<file path="src/rtl/reg_wr_arbiter.sv">
// Four-requester round-robin arbiter feeding one registered register-file write port.
// Optional REG_WR_ARB_ZERO_PROTECT_EN: accepted writes to address 0 are swallowed, never presented.
module reg_wr_arbiter #(
    parameter int DATA_W = 16,
    parameter int ADDR_W = 4
) (
    input  logic                  clk,
    input  logic                  reset,
    input  logic [3:0]            req_valid,
    input  logic [4*ADDR_W-1:0]   req_addr,
    input  logic [4*DATA_W-1:0]   req_data,
    output logic [3:0]            req_ready,
    input  logic                  wr_stall,
    output logic                  wr_en,
    output logic [ADDR_W-1:0]     wr_addr,
    output logic [DATA_W-1:0]     wr_data,
    output logic [1:0]            wr_src
);

    typedef enum logic {
        IDLE  = 1'b0,
        ISSUE = 1'b1
    } state_t;

    state_t              r_state;
    state_t              w_state_nxt;
    logic [1:0]          r_ptr;
    logic [1:0]          w_ptr_nxt;

    logic                w_open;
    logic                w_gnt_any;
    logic [1:0]          w_gnt_idx;
    logic                w_accept;
    logic                w_present;
    logic                w_load;
    logic [ADDR_W-1:0]   w_sel_addr;
    logic [DATA_W-1:0]   w_sel_data;

    logic [ADDR_W-1:0]   r_wr_addr_p1;
    logic [DATA_W-1:0]   r_wr_data_p1;
    logic [1:0]          r_wr_src_p1;

    // Returns {found, index}: first valid requester at ptr, ptr+1, ... (mod 4).
    function automatic logic [2:0] rr_pick(input logic [3:0] valid, input logic [1:0] ptr);
        logic [2:0] res;
        logic [1:0] idx;
        res = 3'b000;
        // Walk offsets from farthest to nearest so the nearest valid one wins.
        for (int k = 3; k >= 0; k--) begin
            idx = ptr + 2'(k);
            if (valid[idx]) begin
                res = {1'b1, idx};
            end
        end
        return res;
    endfunction

    always_comb begin
        w_open                 = (r_state == IDLE) || !wr_stall;
        {w_gnt_any, w_gnt_idx} = rr_pick(req_valid, r_ptr);
        // Qualified by reset so the handshake drops the instant reset asserts.
        w_accept               = w_open && w_gnt_any && reset;
        req_ready              = w_accept ? (4'b0001 << w_gnt_idx) : 4'b0000;
        w_sel_addr             = req_addr[w_gnt_idx*ADDR_W +: ADDR_W];
        w_sel_data             = req_data[w_gnt_idx*DATA_W +: DATA_W];
`ifdef REG_WR_ARB_ZERO_PROTECT_EN
        w_present              = w_accept && (w_sel_addr != '0);
`else
        w_present              = w_accept;
`endif
    end

    always_comb begin
        w_state_nxt = r_state;
        w_ptr_nxt   = r_ptr;
        w_load      = 1'b0;
        if (w_accept) begin
            w_ptr_nxt = w_gnt_idx + 2'd1;
        end
        if (w_present) begin
            w_state_nxt = ISSUE;
            w_load      = 1'b1;
        end else if ((r_state == ISSUE) && !wr_stall) begin
            // A swallowed address-0 transfer also lands here, so a completed write is never replayed.
            w_state_nxt = IDLE;
        end
    end

    always_ff @(posedge clk or negedge reset) begin
        if (!reset) begin
            r_state <= IDLE;
            r_ptr   <= 2'd0;
        end else begin
            r_state <= w_state_nxt;
            r_ptr   <= w_ptr_nxt;
        end
    end

    // Stage p1: write presented to the register file, held while stalled.
    always_ff @(posedge clk or negedge reset) begin
        if (!reset) begin
            r_wr_addr_p1 <= '0;
            r_wr_data_p1 <= '0;
            r_wr_src_p1  <= 2'd0;
        end else if (w_load) begin
            r_wr_addr_p1 <= w_sel_addr;
            r_wr_data_p1 <= w_sel_data;
            r_wr_src_p1  <= w_gnt_idx;
        end
    end

    assign wr_en   = (r_state == ISSUE);
    assign wr_addr = r_wr_addr_p1;
    assign wr_data = r_wr_data_p1;
    assign wr_src  = r_wr_src_p1;

endmodule

</file>
<file path="config.mk">
export PLATFORM = sky130hd
export DESIGN_NAME = reg_wr_arbiter
export DESIGN_NICKNAME = d
export VERILOG_FILES = /design/src/rtl/reg_wr_arbiter.sv
export SDC_FILE = /design/constraint.sdc
export NUM_CORES = 1
export LEC_CHECK = 0
export CAP_MARGIN = 30
export CORE_UTILIZATION = 40
export CTS_CLUSTER_SIZE = 28
export DETAILED_ROUTE_END_ITERATION = 8
export DONT_BUFFER_PORTS = 1
export PLACE_DENSITY_LB_ADDON = 0.05
export SLEW_MARGIN = 20
export SYNTH_ARGS = -nofsm -noshare
export SYNTH_HDL_FRONTEND = slang
export SYNTH_SLANG_ARGS = --single-unit
</file>
<file path="constraint.sdc">
create_clock -name clk -period 2.4 [get_ports clk]
set_input_delay 0.36 -clock clk [delete_from_list [all_inputs] [get_ports clk]]
set_output_delay 0.36 -clock clk [all_outputs]
set_load 0.02 [all_outputs]
</file>
==> out/summary.txt <==
Status: completed
Post-DP HPWL: 3.38 mm
Leak: 0.681 nW
Vias in the first global route: 1,512
Die footprint: 4320 um^2
Final core occ: 48.0%
Placer Congestion: 0.736
DRC: 0
Crit-path cells: or3b_1 > o221ai_4 > and3_1
Avg WL per Cell: 20.6 um
Yosys warns: 0
#FFs+latches synth: 25
Post-synthesis cell type count: 29
Area delta synth->final: 11.4%
Post-DP Area: 1700 um^2
Tmin final: 2250 ps
Max_cap viols: 0
Final Cycle Share: 93.6%
Starting Density: 43.1%
Hold Vio Cnt, Final: 0
H-tree depth: 1
Slew Limit Fails: 0
Critical Path RT: 2040 ps
Unrepaired setup endpoints after global routing: no
Final Instance Area: 1810 um^2
Worst Tran Pin Value: 615 ps
Slowest-stage cell, CP: or3b_1
CP Class: reg -> out
Area occupied by multi-input gates: 952 um^2
Post-synth EDFFs: 0
Clock Latency Late Sink: 260 ps
Max Fanout on Critical Path: 19
Synth Cell Area: 1620 um^2
ANT cells: 0
First-pass GRT wire length: 7.56 mm
Critical Path AT: 1890 ps
Clk pin slew, worst setup/hold paths: 90 ps
Final setup fails: 0
Overall Global Routing Usage: 23.2%
DRT iter0 DRCs: 84
PwrDens: 990 nW/um^2
Max Fclk: 445 MHz
Vias: 1,525
Seq. cell area: 627 um^2
Skew final: 5.68 ps
Die Ht: 65.7 um
Hold depth: 2
# fillers: 377
CP Capture Type: primary output
Count of input and output buffers: 0
Share of layout cells above drive strength 1: 13.1%
Inserted Clock Buffers: 3
Final Total Pwr: 0.00179 W
CP Launch Type: flop
Max Buffers Root-to-Sink: 2
Post-synth ARST share: 100%
Place WS: 169 ps
I/O pins: 114
Initial antenna violation count: 0
Vias per cell: 6.38
Largest net degree at the start of global routing: 26
Setup TNS: 0 ps
CTS tree: yes
Syn nets: 278
Syn Inst Count: 191
R2R depth: 5
DRT Wirelength: 4.92 mm
Overall die width: 65.7 um
NumNets Final: 279
Final worst setup slack: 153 ps
Gr ovfl total: 0
Slowest Stage Delay on Critical Path: 510 ps
Worst hold path type: in -> reg
Post-route ant nets: 0
Primary FF master, synth: dfrtp_1
Total clock sinks: 25
Synthesized area per cell: 8.50 um^2
Clk root buf: clkbuf_8
Core area: 3770 um^2
Drt first pass iters: 4
Register area share after synthesis: 38.5%
Slew headroom: 59.0%
Row count: 22
IR drop worst, VDD: 443 uV
==> cells in the final DEF, fill, tap and decap left out, drive strengths merged <==
cell and instances:
o41ai 1, xnor2 1, o21ai 2, and2 21
a21o 1, clkbuf 4, or3b 1, a2111oi 20
mux2i 1, nand2 46, inv 2, buf 11
nor3 1, a21boi 2, nand2b 1, a21oi 3
o2bb2a 1, o221ai 1, and3 2, dlygate4sd3 1
a311oi 20, nor2 21, o221a 2, dfrtp 25
==> logic make-up (layout without fill, tap and decap cells) <==
| group | after synthesis | in the layout | synth area share, % |
|---|---|---|---|
| DFF | 25 | 25 | 38.5 |
| muxes | 1 | 1 | 0.616 |
| AOI/OAI and AO/OA | 52 | 53 | 28.7 |
| buffers and inverters | 19 | 18 | 6.09 |
| and+or+nand+nor | 93 | 93 | 25.6 |
| xor gates and xnor gates | 1 | 1 | 0.539 |
==> final cells by class <==
type	instances	area share [%]
tap	48	3.32
sequential	25	34.6
timing repair buffer	12	6.50
multi-input combinational	148	52.6
clock buffer	4	2.49
inverter	2	0.415
==> what timing repair did <==
item                                    CTS  global route
endpoints found under the hold margin    25             0
endpoints found under the setup margin    1             2
pin swaps                                 1             1
hold buffers                              2             0
setup buffers                             0             0
cloned                                    1             0
gates resized for setup                   3             3
==> stage by stage <==
stage,cells,hold slack [ps]
4_1_cts,239,226
2_1_floorplan,191,64.4
3_5_place_dp,232,65.0
6_report,239,228
5_1_grt,239,226
3_3_place_gp,232,65.0
==> flip-flops by register name, summed over array words and instances, names as in the netlist <==
signal / cells
r_ptr: 2
wr_addr: 4
wr_data: 16
wr_en: 1
wr_src: 2
==> path summary, 6_finish.rpt <==
| check | from | endpoint | slack [ps] |
|---|---|---|---|
| worst max-delay path | r_ptr[1] | req_ready[2] | 150 |
| worst min-delay path | reset | wr_en | 230 |
| worst max register to register | r_ptr[1] | wr_data[3] | 250 |
| worst min register to register | r_ptr[1] | r_ptr[1] | 630 |
| max in group asynchronous | reset | r_ptr[1] | 1710 |
| min in group asynchronous | reset | wr_data[13] | 530 |
==> layer usage <==
| layer | wire length (um) | part of all wire, % | vias up | GRT usage [%] |
|---|---|---|---|---|
| li1 | - | - | 710 | - |
| met1 | 2090 | 43 | 742 | 29.8 |
| met2 | 2400 | 49 | 71 | 39.5 |
| met3 | 407 | 8.3 | 2 | 5.73 |
| met4 | 20 | 0.41 | 0 | 3.80 |
| met5 | 0 | 0 | - | 0 |
==> where the power goes <==
part / internal [W] / switching, W
clock: 0.000119 / 0.000126
sequential: 0.000579 / 0.000321
combinational: 0.000267 / 0.000381
total: 0.000964 / 0.000828
==> worst max-delay path, delay by kind of cell, from the launching register on <==
| kind | cells | cell delay [ps] |
|---|---|---|
| and+or+nand+nor | 2 | 880 |
| DFF | 1 | 470 |
| AOI/OAI and AO/OA | 1 | 260 |
==> synth_stat cells, types with 2 or more instances <==
cell | instances | area (um^2)
nor2_1 | 21 | 78.8
and2_0 | 13 | 81.3
a311oi_1 | 20 | 175
a2111oi_0 | 18 | 158
dfrtp_1 | 25 | 626
and3_1 | 2 | 12.5
inv_1 | 2 | 7.51
and2_1 | 8 | 50.1
a2111oi_2 | 2 | 30.0
clkbuf_1 | 5 | 18.8
buf_6 | 2 | 22.5
a21oi_1 | 3 | 15.0
nand2_1 | 46 | 173
buf_2 | 9 | 45.0
Power figures use the tool's default switching activity.
